`src/rtl/sggoc_trace_pkg.sv`:
```
// Shared definitions for the Z80 bus trace recorder:
// record layout, bus cycle type codes and type-mask helpers.
package sggoc_trace_pkg;

    typedef enum logic [1:0] {
        TR_MEM_RD = 2'd0,
        TR_MEM_WR = 2'd1,
        TR_IO_RD  = 2'd2,
        TR_IO_WR  = 2'd3
    } tr_type_e;

    localparam int REC_W        = 32;
    localparam int REC_TYPE_LSB = 30;
    localparam int REC_TYPE_W   = 2;
    localparam int REC_HIT_LSB  = 24;
    localparam int REC_HIT_W    = 6;
    localparam int REC_ADDR_LSB = 8;
    localparam int REC_ADDR_W   = 16;
    localparam int REC_DATA_LSB = 0;
    localparam int REC_DATA_W   = 8;

    // Mask bit order is {io_wr, io_rd, mem_wr, mem_rd}
    function automatic logic [3:0] type_mask_bit(input tr_type_e t);
        return 4'b0001 << t;
    endfunction

    function automatic logic [REC_W-1:0] make_rec(
        input tr_type_e              t,
        input logic [REC_HIT_W-1:0]  hits,
        input logic [REC_ADDR_W-1:0] addr,
        input logic [REC_DATA_W-1:0] data
    );
        return {t, hits, addr, data};
    endfunction

endpackage

```
`src/rtl/trace_fifo.sv`:
```
// First-word-fall-through trace FIFO with optional ring
// (overwrite-oldest) behaviour and a sticky loss flag.
module trace_fifo #(
    parameter int DEPTH = 64,
    parameter int WIDTH = 32,
    parameter int RING  = 1
) (
    input  logic                     clk,
    input  logic                     rst,
    input  logic                     i_push,
    input  logic [WIDTH-1:0]         i_data,
    input  logic                     i_pop,
    input  logic                     i_clr,
    output logic [WIDTH-1:0]         o_data,
    output logic                     o_valid,
    output logic [$clog2(DEPTH):0]   o_count,
    output logic                     o_full,
    output logic                     o_overflow
);

    localparam int AW = $clog2(DEPTH);
    localparam int CW = AW + 1;

    logic [WIDTH-1:0] r_mem [DEPTH];
    logic [AW-1:0]    r_wptr;
    logic [AW-1:0]    r_rptr;
    logic [CW-1:0]    r_count;
    logic             r_ovf;

    logic w_full;
    logic w_empty;
    logic w_pop;
    logic w_wr;
    logic w_drop_head;
    logic w_lost;
    logic w_inc;

    assign w_full  = (r_count == CW'(DEPTH));
    assign w_empty = (r_count == '0);
    assign w_pop   = i_pop && !w_empty;

    // A full FIFO accepts a push only if a pop frees a slot or in ring mode
    assign w_wr        = i_push && (!w_full || w_pop || (RING != 0));
    assign w_drop_head = i_push && w_full && !w_pop && (RING != 0);
    assign w_lost      = i_push && w_full && !w_pop;
    assign w_inc       = w_wr && !w_drop_head;

    // Storage array; no reset, contents qualified by count
    always_ff @(posedge clk) begin
        if (w_wr && !i_clr)
            r_mem[r_wptr] <= i_data;
    end

    // Pointer, occupancy and overflow bookkeeping; clr wins
    always_ff @(posedge clk or posedge rst) begin
        if (rst) begin
            r_wptr  <= '0;
            r_rptr  <= '0;
            r_count <= '0;
            r_ovf   <= 1'b0;
        end else if (i_clr) begin
            r_wptr  <= '0;
            r_rptr  <= '0;
            r_count <= '0;
            r_ovf   <= 1'b0;
        end else begin
            if (w_wr)
                r_wptr <= r_wptr + AW'(1);
            if (w_pop || w_drop_head)
                r_rptr <= r_rptr + AW'(1);
            if (w_inc && !w_pop)
                r_count <= r_count + CW'(1);
            else if (!w_inc && w_pop)
                r_count <= r_count - CW'(1);
            if (w_lost)
                r_ovf <= 1'b1;
        end
    end

    assign o_data     = r_mem[r_rptr];
    assign o_valid    = !w_empty;
    assign o_count    = r_count;
    assign o_full     = w_full;
    assign o_overflow = r_ovf;

endmodule

```
`src/rtl/z80_bus_trace.sv`:
```
// Z80 bus event recorder: tracks strobes, filters through address
// windows, queues 32-bit records and latches debug port writes.
module z80_bus_trace
    import sggoc_trace_pkg::*;
#(
    parameter int         DEPTH      = 64,
    parameter int         NUM_MATCH  = 2,
    parameter int         RING       = 1,
    parameter logic [7:0] DEBUG_PORT = 8'h01
) (
    input  logic                      clk,
    input  logic                      rst,
    input  logic [15:0]               z80_addr,
    input  logic [7:0]                z80_do,
    input  logic [7:0]                z80_di,
    input  logic                      z80_mem_rd,
    input  logic                      z80_mem_wr,
    input  logic                      z80_io_rd,
    input  logic                      z80_io_wr,
    input  logic [NUM_MATCH-1:0]      match_en,
    input  logic [16*NUM_MATCH-1:0]   match_lo,
    input  logic [16*NUM_MATCH-1:0]   match_hi,
    input  logic [4*NUM_MATCH-1:0]    match_types,
    input  logic                      rd_en,
    output logic [31:0]               rd_data,
    output logic                      rd_valid,
    output logic [$clog2(DEPTH):0]    count,
    output logic                      full,
    output logic                      overflow,
    input  logic                      clr,
    output logic [7:0]                dbg_data
);

    logic [3:0]           w_strb;
    logic                 w_any;
    tr_type_e             w_type;
    logic [7:0]           w_data;
    logic [NUM_MATCH-1:0] w_hit;
    logic [REC_HIT_W-1:0] w_hit_ext;
    logic                 w_pass;
    logic                 w_rise;
    logic                 w_hold;
    logic                 w_end;
    logic                 w_push;
    logic [REC_W-1:0]     w_rec;

    logic [3:0]           r_prev_strb;
    logic                 r_block;
    logic                 r_active;
    tr_type_e             r_type;
    logic [15:0]          r_addr;
    logic [7:0]           r_data;
    logic [REC_HIT_W-1:0] r_hit;
    logic                 r_pass;
    logic [7:0]           r_dbg;

    assign w_strb = {z80_io_wr, z80_io_rd, z80_mem_wr, z80_mem_rd};
    assign w_any  = |w_strb;

    // Encode the active strobe as a record type code
    always_comb begin
        w_type = TR_MEM_RD;
        if (z80_mem_wr)
            w_type = TR_MEM_WR;
        else if (z80_io_rd)
            w_type = TR_IO_RD;
        else if (z80_io_wr)
            w_type = TR_IO_WR;
    end

    assign w_data = (z80_mem_wr || z80_io_wr) ? z80_do : z80_di;

    genvar g;
    generate
        for (g = 0; g < NUM_MATCH; g++) begin : g_match
            logic [15:0] w_lo;
            logic [15:0] w_hi;
            logic [3:0]  w_tm;
            assign w_lo = match_lo[16*g +: 16];
            assign w_hi = match_hi[16*g +: 16];
            assign w_tm = match_types[4*g +: 4];
            assign w_hit[g] = match_en[g]
                && (w_lo <= z80_addr)
                && (z80_addr <= w_hi)
                && |(w_tm & type_mask_bit(w_type));
        end
    endgenerate

    assign w_hit_ext = REC_HIT_W'(w_hit);
    assign w_pass    = (match_en == '0) || (|w_hit);

    // A change of strobe pattern ends the tracked cycle and may start another
    assign w_rise = w_any && (w_strb != r_prev_strb) && !r_block;
    assign w_hold = r_active && (w_strb == r_prev_strb);
    assign w_end  = r_active && (w_strb != r_prev_strb);
    assign w_push = w_end && r_pass;
    assign w_rec  = make_rec(r_type, r_hit, r_addr, r_data);

    // Track the live bus cycle; r_block hides a strobe held across reset
    always_ff @(posedge clk or posedge rst) begin
        if (rst) begin
            r_prev_strb <= '0;
            r_block     <= 1'b1;
            r_active    <= 1'b0;
            r_type      <= TR_MEM_RD;
            r_addr      <= '0;
            r_data      <= '0;
            r_hit       <= '0;
            r_pass      <= 1'b0;
        end else begin
            r_prev_strb <= w_strb;
            r_block     <= 1'b0;
            if (w_rise || w_hold) begin
                r_active <= 1'b1;
                r_type   <= w_type;
                r_addr   <= z80_addr;
                r_data   <= w_data;
                r_hit    <= w_hit_ext;
                r_pass   <= w_pass;
            end else begin
                r_active <= 1'b0;
            end
        end
    end

    // Debug port latch, independent of the capture filters
    always_ff @(posedge clk or posedge rst) begin
        if (rst)
            r_dbg <= 8'h00;
        else if (z80_io_wr && (z80_addr[7:0] == DEBUG_PORT))
            r_dbg <= z80_do;
    end

    assign dbg_data = r_dbg;

    trace_fifo #(
        .DEPTH (DEPTH),
        .WIDTH (REC_W),
        .RING  (RING)
    ) u_fifo (
        .clk        (clk),
        .rst        (rst),
        .i_push     (w_push),
        .i_data     (w_rec),
        .i_pop      (rd_en),
        .i_clr      (clr),
        .o_data     (rd_data),
        .o_valid    (rd_valid),
        .o_count    (count),
        .o_full     (full),
        .o_overflow (overflow)
    );

endmodule

```
`config.mk`:
```
export PLATFORM = sky130hd
export DESIGN_NAME = z80_bus_trace
export DESIGN_NICKNAME = d
export VERILOG_FILES = /design/src/rtl/sggoc_trace_pkg.sv /design/src/rtl/trace_fifo.sv /design/src/rtl/z80_bus_trace.sv
export SDC_FILE = /design/constraint.sdc
export NUM_CORES = 2
export LEC_CHECK = 0
export ABC_AREA = 1
export CORE_MARGIN = 4
export CORE_UTILIZATION = 40
export DETAILED_ROUTE_END_ITERATION = 16
export GPL_ROUTABILITY_DRIVEN = 0
export GPL_TIMING_DRIVEN = 1
export SLEW_MARGIN = 20
export SYNTH_ARGS = -nofsm -noshare
export SYNTH_HDL_FRONTEND = slang
export SYNTH_SLANG_ARGS = --single-unit
```
`constraint.sdc`:
```
create_clock -name clk -period 3.5 [get_ports clk]
set_input_delay 1.05 -clock clk [delete_from_list [all_inputs] [get_ports clk]]
set_output_delay 1.05 -clock clk [all_outputs]
set_load 0.02 [all_outputs]
```
==> metrics <==
worst hold path type=flop to flop; Cell Pwr Density=623 mW/mm2; maximum VDD drop=0.000515 V; Reg clk slew, reported paths=0.06 ns; initial antenna violation count=4; Syn Area/Cell=12.9 um2; ranking of synthesized cells by area=edfxtp_1, o21ai_0, nor2_1; vias=50,200; Slew HR=25.5%; worst-path maximum fanout=23; mapped cell area=0.0748 mm2; Worst Setup SP=u_fifo.r_rptr[0]$_DFFE_PP0P_; drt wl/cell=24.9 um; Synth Flop Type=edfxtp_1; startpoint class of the critical path=flop; Buffers on Ports=159; hpwl dp=127,000 um; # fillers=15,700; GRT Total Usage=21.9%; Crit. End Element=primary output; vias in the first global route=48,000; Pre-antenna DRT Iters=7; kind of critical path=flop to primary output; Final WS setup=-0.715 ns; Hold WS=0.505 ns; die area=0.194 mm2; first-pass GRT wire length=317,000 um; most common cell after layout, fill and taps aside=edfxtp_1; Synth Area in Compound Gates=11.5%; min cycle time layout=4.22 ns; Final Util=49.2%; Initial DRC Count=5,671; Setup Skew=0.0214 ns; H-tree levels=4; Register Area=0.0555 mm2; post-synthesis register bit count=1,855; critical path arrival=3.17 ns; CTS tree=yes; largest net degree at the start of global routing=86; xor/xnor share of the synthesized area=0.152%; RSZ-0062 raised after global routing=yes; failing checks=setup timing; NumNets Final=6,414; Synth Area in Simple Gates=9.94%; Die Ht=440 um; ys async rst share=3.40%; cell taking the most area after synthesis=edfxtp_1; root buffer cell=clkbuf_16; final std cells w/o fill=8,850; synthesis-to-layout area growth=22.1%; Initial Utilization=40.3%; hold_buf cts=0; Core Region=0.186 mm2; largest family of logic cells by synthesized area=compound AO/OA/AOI/OAI gates; Routed Antenna Nets=0; total leakage power=30.4 nW; Unique masters post-synth=46; status=finished with violations; Synth top area share=72.0%; GRT overflow=0; multiplexer area fraction after synthesis=0.120%; worst r2r src=u_fifo.o_count[2]$_DFFE_PP0P_; FMAX=0.237 GHz; Max clock buf depth=3; die width=440 um; placed cells=8,458; Post-Syn Instances=5,801; R2R Setup Slk=1.01 ns; commonest cells after routing, fill and taps aside=edfxtp_1, nor2_1, o21ai_0; Final Hold Viols=0; # DRC=0; multi-input logic area=0.0183 mm2; worst skew pair latency=0.82 ns; HP Start=dbg_data[0]$_DFFE_PP0P_; n_diodes=0; layout cell share with drive strength beyond 1=15.7%; CP required=2.45 ns; crit share post-route=120%; # clock sinks=1,855; vias per cell=5.67; Place WS=-0.425 ns; max-cap viol count=0; FP Rows=158; I/O Pins=164; pins over their slew limit=0; cts bufs inserted=177; YS warnings=0; Routed Wire Length=221,000 um; Adder-Cell Fraction of Synth Area=1.23%; number of synthesized flops with an enable pin=1,792; setup violators final=28; slew at the pin with the worst max-slew slack=1.12 ns; sequential area share after synthesis=74.1%
-- stage by stage --
step | setup TNS [ns] | instance area [um2] | power (mW)
floorplan | -243.93 | 74800 | 32.0
global placement | -8.10 | 83500 | 36.9
detailed placement | -8.67 | 83500 | 37.1
CTS | -18.54 | 90400 | 56.4
global route | -19.93 | 91300 | 59.0
finish | -17.15 | 91300 | 56.9
-- layout make-up --
class / instances / share of cell area [%]
Sequential cell: 1855 / 60.7
Timing Repair inverter: 3 / 0.0630
Multi-Input combinational cell: 3452 / 20.1
Clock buffer: 229 / 5.20
Inverter: 103 / 0.478
Tap cell: 2480 / 3.40
Clock inverter: 93 / 0.840
Timing Repair Buffer: 635 / 9.21
-- critical path: stages (launching register included) --
cell and delay (ns):
dfrtp_4 0.52, buf_12 0.18, buf_16 0.17, nor2_2 0.12, nor2_1 0.04, o21ai_1 0.08
o21ai_1 0.08, o211ai_1 0.31, nand4_1 0.33, nand3_2 0.22, nand2_2 0.09, buf_4 0.16
-- synthesized netlist by cell type (4+ instances only) --
cell         n
edfxtp_1  1792
nor2_1    1176
o21ai_0    930
nand2_1    351
clkbuf_1   228
o22ai_1    228
nand3_1    189
o211ai_1   181
nand4_1     99
inv_1       95
buf_2       90
ha_1        72
a21oi_1     62
dfrtp_1     62
o21ai_1     55
o221ai_1    43
buf_1       27
buf_4       27
buf_6       20
a31oi_1     11
xor2_1      11
mux2_2       8
nor3_1       6
clkinv_1     5
o21a_1       4
-- layer usage --
layer  vias to the layer above  part of all wire (%)  track usage [%]
li1                      22400                     -                -
met3                       326                   7.5             3.02
met1                     25300                    40             29.2
met2                      2170                    49             37.0
met4                         0                   3.0             7.46
met5                         -                     0                0
-- cell families (layout without fill, tap and decap cells) --
logic type	count (synthesis)	count (layout)
AO/OA/AOI/OAI	1521	1521
XOR/XNOR	13	13
adder cells (fa/ha/maj)	73	73
buffers and inverters	498	1063
flip-flops	1855	1855
multiplexers	8	8
other	1	5
AND/OR/NAND/NOR	1832	1832
-- repair_timing --
action | 4_1_cts | 5_1_grt
gates cloned | 17 | 16
pin swaps | 71 | 83
buffers inserted | 18 | 20
setup endpoints to repair | 29 | 28
resized for setup | 338 | 145
-- power by group --
group          internal [mW]  switching, mW
Combinational           4.94           7.46
Clock                   10.3           8.18
Sequential              25.2          0.800
-- final timing paths --
check | endpoint | cells after the start
worst min register to register | dbg_data[0]$_DFFE_PP0P_ | 1
worst min-delay path | dbg_data[0]$_DFFE_PP0P_ | 1
worst max-delay path | rd_data[17] | 11
min in group asynchronous | u_fifo.o_overflow$_DFFE_PP0P_ | 2
worst max register to register | u_fifo.o_count[5]$_DFFE_PP0P_ | 15
max in group asynchronous | r_block$_DFF_PP1_ | 3
-- registers in the layout (all words and copies together), names as in the netlist --
register / cells
u_fifo.r_mem: 1792
r_addr: 16
dbg_data: 8
r_data: 8
u_fifo.o_count: 7
u_fifo.r_rptr: 6
u_fifo.r_wptr: 6
r_prev_strb: 4
r_hit: 2
r_type: 2
r_active: 1
r_block: 1
r_pass: 1
u_fifo.o_overflow: 1
Note: power is estimated with default switching activity, not from simulation.
